==> src/rtl/spi_cmd_pkg.sv <==
// spi_cmd_pkg: shared types and field positions
// for the SPI command decoder.
package spi_cmd_pkg;

  typedef enum logic [2:0] {
    ST_IDLE,
    ST_CMD,
    ST_WRITE,
    ST_READ,
    ST_ERR
  } state_e;

  localparam int CMD_R_BIT    = 7;
  localparam int CMD_ADDR_MSB = 2;
  localparam int NUM_REGS     = 8;

endpackage

==> src/rtl/sync2_edge.sv <==
// sync2_edge: two-flop synchroniser followed by
// a registered rise/fall detector.
module sync2_edge (
  input  logic clk,
  input  logic rst_n,
  input  logic d_i,
  output logic level,
  output logic rise,
  output logic fall
);

  logic s1_q, s2_q, s3_q;
  logic rise_q, fall_q;

  always_ff @(posedge clk or negedge rst_n) begin
    if (!rst_n) begin
      s1_q   <= 1'b0;
      s2_q   <= 1'b0;
      s3_q   <= 1'b0;
      rise_q <= 1'b0;
      fall_q <= 1'b0;
    end else begin
      s1_q   <= d_i;
      s2_q   <= s1_q;
      s3_q   <= s2_q;
      rise_q <= s2_q & ~s3_q;
      fall_q <= ~s2_q & s3_q;
    end
  end

  assign level = s3_q;
  assign rise  = rise_q;
  assign fall  = fall_q;

endmodule

==> src/rtl/spi_cmd_decoder.sv <==
// spi_cmd_decoder: turns SPI bytes into register
// read/write commands; owns the register file.
module spi_cmd_decoder
  import spi_cmd_pkg::*;
#(
  parameter logic [7:0] RESET_VAL   = 8'h00,
  parameter logic [2:0] STATUS_ADDR = 3'd7
) (
  input  logic        sys_clk,
  input  logic        rst_n,
  input  logic        ss,
  input  logic [7:0]  rx_byte,
  input  logic        rx_rdy,
  input  logic [7:0]  status_in,
  output logic [7:0]  tx_byte,
  output logic        tx_latch,
  output logic [63:0] regs_flat,
  output logic        wr_strobe,
  output logic [2:0]  wr_addr,
  output logic        err
);

  localparam logic [2:0] LAST_ADDR = 3'(NUM_REGS - 1);

  logic ss_lvl, ss_rise, ss_fall;
  logic rdy_lvl, byte_evt, rdy_fall;
  logic unused_sync;

  sync2_edge u_ss_sync (
    .clk   (sys_clk),
    .rst_n (rst_n),
    .d_i   (ss),
    .level (ss_lvl),
    .rise  (ss_rise),
    .fall  (ss_fall)
  );

  sync2_edge u_rdy_sync (
    .clk   (sys_clk),
    .rst_n (rst_n),
    .d_i   (rx_rdy),
    .level (rdy_lvl),
    .rise  (byte_evt),
    .fall  (rdy_fall)
  );

  assign unused_sync = ^{ss_lvl, rdy_lvl, rdy_fall};

  state_e     state_q, state_d;
  logic [7:0] byte_q, byte_w;
  logic [2:0] addr_q, addr_d;
  logic [2:0] wr_addr_q, wr_addr_d;
  logic [2:0] rd_addr;
  logic [7:0] rd_data;
  logic [7:0] tx_byte_q, tx_byte_d;
  logic       tx_latch_q, tx_latch_d;
  logic       wr_strobe_q, wr_strobe_d;
  logic       err_q, err_d;
  logic       we, wr_ok, bad_cmd;
  logic [7:0] regs_q [NUM_REGS];

  // rx_byte is stable while byte_evt is high
  assign byte_w  = byte_evt ? rx_byte : byte_q;
  assign bad_cmd = |byte_w[CMD_R_BIT-1:CMD_ADDR_MSB+1];
  assign rd_addr = (state_q == ST_CMD)
                 ? byte_w[CMD_ADDR_MSB:0] : addr_q;
  assign rd_data = (rd_addr == STATUS_ADDR)
                 ? status_in : regs_q[rd_addr];
  assign wr_ok   = (addr_q != STATUS_ADDR)
                 && (addr_q != LAST_ADDR);

  always_comb begin
    state_d     = state_q;
    addr_d      = addr_q;
    tx_byte_d   = tx_byte_q;
    tx_latch_d  = 1'b0;
    wr_strobe_d = 1'b0;
    wr_addr_d   = wr_addr_q;
    err_d       = err_q;
    we          = 1'b0;
    if (ss_fall) begin
      state_d = ST_IDLE;
    end else begin
      unique case (state_q)
        ST_IDLE: begin
          if (ss_rise) begin
            err_d   = 1'b0;
            state_d = ST_CMD;
          end
        end
        ST_CMD: begin
          if (byte_evt) begin
            if (bad_cmd) begin
              err_d   = 1'b1;
              state_d = ST_ERR;
            end else if (byte_w[CMD_R_BIT]) begin
              tx_byte_d  = rd_data;
              tx_latch_d = 1'b1;
              addr_d     = rd_addr + 3'd1;
              state_d    = ST_READ;
            end else begin
              addr_d  = byte_w[CMD_ADDR_MSB:0];
              state_d = ST_WRITE;
            end
          end
        end
        ST_WRITE: begin
          if (byte_evt) begin
            addr_d = addr_q + 3'd1;
            if (wr_ok) begin
              we          = 1'b1;
              wr_strobe_d = 1'b1;
              wr_addr_d   = addr_q;
            end else begin
              err_d = 1'b1;
            end
          end
        end
        ST_READ: begin
          if (byte_evt) begin
            tx_byte_d  = rd_data;
            tx_latch_d = 1'b1;
            addr_d     = addr_q + 3'd1;
          end
        end
        ST_ERR: begin
          state_d = ST_ERR;
        end
        default: state_d = ST_IDLE;
      endcase
    end
  end

  always_ff @(posedge sys_clk or negedge rst_n) begin
    if (!rst_n) begin
      state_q     <= ST_IDLE;
      byte_q      <= 8'h00;
      addr_q      <= 3'd0;
      tx_byte_q   <= 8'h00;
      tx_latch_q  <= 1'b0;
      wr_strobe_q <= 1'b0;
      wr_addr_q   <= 3'd0;
      err_q       <= 1'b0;
    end else begin
      state_q     <= state_d;
      byte_q      <= byte_w;
      addr_q      <= addr_d;
      tx_byte_q   <= tx_byte_d;
      tx_latch_q  <= tx_latch_d;
      wr_strobe_q <= wr_strobe_d;
      wr_addr_q   <= wr_addr_d;
      err_q       <= err_d;
    end
  end

  always_ff @(posedge sys_clk or negedge rst_n) begin
    if (!rst_n) begin
      for (int k = 0; k < NUM_REGS; k++) begin
        regs_q[k] <= (k < NUM_REGS - 1)
                   ? RESET_VAL : 8'h00;
      end
    end else if (we) begin
      regs_q[addr_q] <= byte_w;
    end
  end

  always_comb begin
    regs_flat = '0;
    for (int k = 0; k < NUM_REGS - 1; k++) begin
      regs_flat[8*k +: 8] = regs_q[k];
    end
  end

  assign tx_byte   = tx_byte_q;
  assign tx_latch  = tx_latch_q;
  assign wr_strobe = wr_strobe_q;
  assign wr_addr   = wr_addr_q;
  assign err       = err_q;

endmodule

==> config.mk <==
export PLATFORM = sky130hd
export DESIGN_NAME = spi_cmd_decoder
export DESIGN_NICKNAME = d
export VERILOG_FILES = /design/src/rtl/spi_cmd_pkg.sv /design/src/rtl/sync2_edge.sv /design/src/rtl/spi_cmd_decoder.sv
export SDC_FILE = /design/constraint.sdc
export NUM_CORES = 1
export LEC_CHECK = 0
export ABC_AREA = 1
export BUFFER_PORTS_ARGS = -buffer_cell sky130_fd_sc_hd__clkbuf_2
export CAP_MARGIN = 20
export CORE_MARGIN = 1
export CORE_UTILIZATION = 60
export CTS_BUF_LIST = sky130_fd_sc_hd__clkbuf_8
export DETAILED_ROUTE_END_ITERATION = 7
export PLACE_DENSITY = 0.88
export SLEW_MARGIN = 40
export SYNTH_ARGS = -nofsm -noshare
export SYNTH_HDL_FRONTEND = slang
export SYNTH_HIERARCHICAL = 1
export SYNTH_SLANG_ARGS = --single-unit
==> constraint.sdc <==
create_clock -name sys_clk -period 3.45 [get_ports sys_clk]
set_input_delay 0.345 -clock sys_clk [delete_from_list [all_inputs] [get_ports sys_clk]]
set_output_delay 0.345 -clock sys_clk [all_outputs]
set_load 0.01 [all_outputs]
==> results.md <==
- Post-Place Worst Slack: 0.755 ns
- Data required time of the critical path: about 3.7 ns
- Worst min path class: input port to asynchronous set/reset pin
- Floorplan Core Area: 8300 um^2
- Arrival time of data at the critical path endpoint: roughly 3 ns
- Critical path, cell by cell: inv_2 > nand2_2 > nor2_2 > nand2_1 > nand2_2 > ha_1 > ha_1 > inv_1 > nor2_1 > nor2_1 > nand2_1 > nand2_1
- Starting Density: 62.8%
- Area of all placed cells without fillers: around 5400 um^2
- Drt wl/cell: 15.8 um
- Max Cap Viol: 0
- Number of hold-repair buffers added at the cts stage: 0
- Number of remaining DRC errors: 0
- Tmin final: 2.77 ns
- Max Clock Freq: 361 MHz
- Clock-pin slew of the registers on the worst-case setup and hold paths: about 0.10 ns
- Crit-path max FO: 16
- Static Leakage: 2.98 nW
- Launch point of the worst reg-to-reg path: state_q[2]
- Cts bufs inserted: 9
- Final Total Pwr: 3.98 mW
- Setup Fix Bufs, Post-CTS: 0
- H-tree depth: 3
- Area Growth Syn to Fin: 4.11%
- Post-route core utilization: ~65%
- Portion of the clock cycle consumed by the worst path in the final layout: 80.3%
- Per-cell via count in the routed design: 5.66
- Worst slew pin tran: roughly 0.7 ns
- Count of buffers inserted at the top-level ports: 89
- Classification of the worst setup path: register to register
- Ports: 98
- Slowest cell on crit path: sky130_fd_sc_hd__nor2_2
- Number of vias in the routed layout: 4371
- Clock Latency Late Sink: 0.36 ns
- Final Max Slew Viols: 0
- Yosys warns: 6
- Slew HR: 53.3%
- Hold Fails Final Rpt: 7
- Synth Instances: 637
- Die height: 95.2 um
- Number of buffers on the longest clock path: 2
- Most frequent cell on the critical path: sky130_fd_sc_hd__nand2_1
- Final worst slack: between 0.6 and 0.7 ns
- Worst hold slack after final layout: -0.0153 ns
- Post-layout net count: 686
- Aggregate global-route resource usage: 29.1%
- Via count of the first global-routing pass: 3899
- Overflow after GRT: 0
- Row cnt: 33
- Clock tree from TritonCTS: built
- Number of nets with antenna violations after routing: 0
- First-pass GRT wire length: 19.9 mm
- Largest stage delay on the critical path: 0.51 ns
- Die area: 9060 um^2
- Ratio of total power to cell area: 733 nW/um^2
- Antenna violations before repair: 0
- Cell area after synthesis: 5210 um^2
- Crit path to: tx_byte[0]
- Stages on the worst setup path: 12
- Placement-stage cell area: 5220 um^2
- Buffers and inverters on the worst path: 2
- Antenna diode count: 0
- Register-to-Register Path Depth: 12
- Drt total wl: 12.2 mm
- Number of cells upsized or downsized after cts: 0
- Final weighted congestion in routability-driven placement: 0.962
- Violated checks: hold timing
- Average cell area after synthesis: 8.18 um^2
- Setup slack of the worst register-to-register path: 0.68 ns
- Maximum number of pins on one net before global-route repair: 78
- Reg-to-reg endpoint: tx_byte[0]
- First-iteration detailed-routing DRC count: 398
- Clock sink count: about 100
- 1st-pass router iterations: 6
- Worst setup path startpoint: state_q[2]
- Result of the run: finished with violations
- Count of endpoints failing setup in the final report: 0
- Critical Path Sink Type: register
- Horizontal die dimension: 95.2 um
- Clock Skews: between 0.01 and 0.015 ns
- RSZ-0062 raised after global routing: false
- Layout cells sized above 1: 20.8%
- Worst supply voltage drop on vdd: 315 uV
- Dpl hpwl: 8.77 mm
- CP startpoint kind: register
- Root Buffer Master: sky130_fd_sc_hd__clkbuf_8
- Kind of cell adding the most delay to the critical path: simple AND/OR/NAND/NOR gates
- Post-Route Setup TNS: 0 ns
-- through the flow --
step           hold WS [ns]  std cells
2_1_floorplan        0.0494        644
3_3_place_gp          0.332        756
3_5_place_dp          0.335        756
4_1_cts              0.0199        772
5_1_grt              0.0362        772
6_report            -0.0153        772
-- cell type report --
cell class                 instances  area, um^2
clock inverter                     7        81.3
clock buffer                       9         124
tap                              105         131
fill                             706        2870
inverter                          52         195
timing repair buffer              91         467
sequential                       101        2530
multi-input combinational        407        1900
-- registers in the layout, indices dropped and copies added (netlist names), 3 cells and up --
| register | count |
|---|---|
| state_q | 3 |
| addr_q | 3 |
| byte_q | 8 |
| regs_flat | 56 |
| wr_addr | 3 |
| tx_byte | 8 |
| regs_q | 8 |
-- worst min-delay path by stage --
stage | slack, ns | cells after the start | endpoint
finish | -0.02 | 1 | u_rdy_sync/s2_q
global route | 0.04 | 1 | u_ss_sync/s2_q
CTS | 0.02 | 1 | u_rdy_sync/level
detailed placement | 0.33 | 0 | u_ss_sync/s2_q
global placement | 0.33 | 0 | u_ss_sync/s2_q
floorplan | 0.05 | 0 | addr_q[0]
-- metal layers --
layer | vias to the layer above | wire length [um] | global-route usage, %
li1 | 2027 | - | -
met2 | 288 | 5550 | 44.3
met4 | 0 | 187 | 8.84
met5 | - | 0 | 0
met1 | 2037 | 5210 | 42.7
met3 | 19 | 1270 | 5.02
-- where the power goes --
group          internal (mW)  total, mW  switching (mW)
sequential              1.36       1.52           0.156
combinational          0.536       1.68            1.14
clock                  0.349      0.780           0.432
-- cells in the final DEF (no fill, tap or decap), drive strengths merged --
cell / count
a21oi: 11
a31oi: 3
buf: 3
bufinv: 1
clkbuf: 97
clkinv: 2
conb: 8
dfrtp: 101
ha: 4
inv: 56
nand2: 197
nand3: 67
nand4: 2
nor2: 31
nor3: 3
o211ai: 2
o21ai: 78
o22ai: 1
-- worst register-to-register path, stage by stage (launching register included) --
cell	delay (ns)
sky130_fd_sc_hd__dfrtp_1	0.46
sky130_fd_sc_hd__inv_2	0.11
sky130_fd_sc_hd__nand2_2	0.06
sky130_fd_sc_hd__nor2_2	0.51
sky130_fd_sc_hd__nand2_1	0.27
sky130_fd_sc_hd__nand2_2	0.34
sky130_fd_sc_hd__ha_1	0.21
sky130_fd_sc_hd__ha_1	0.18
sky130_fd_sc_hd__inv_1	0.21
sky130_fd_sc_hd__nor2_1	0.15
sky130_fd_sc_hd__nor2_1	0.06
sky130_fd_sc_hd__nand2_1	0.07
sky130_fd_sc_hd__nand2_1	0.04
Power figures use the tool's default switching activity.
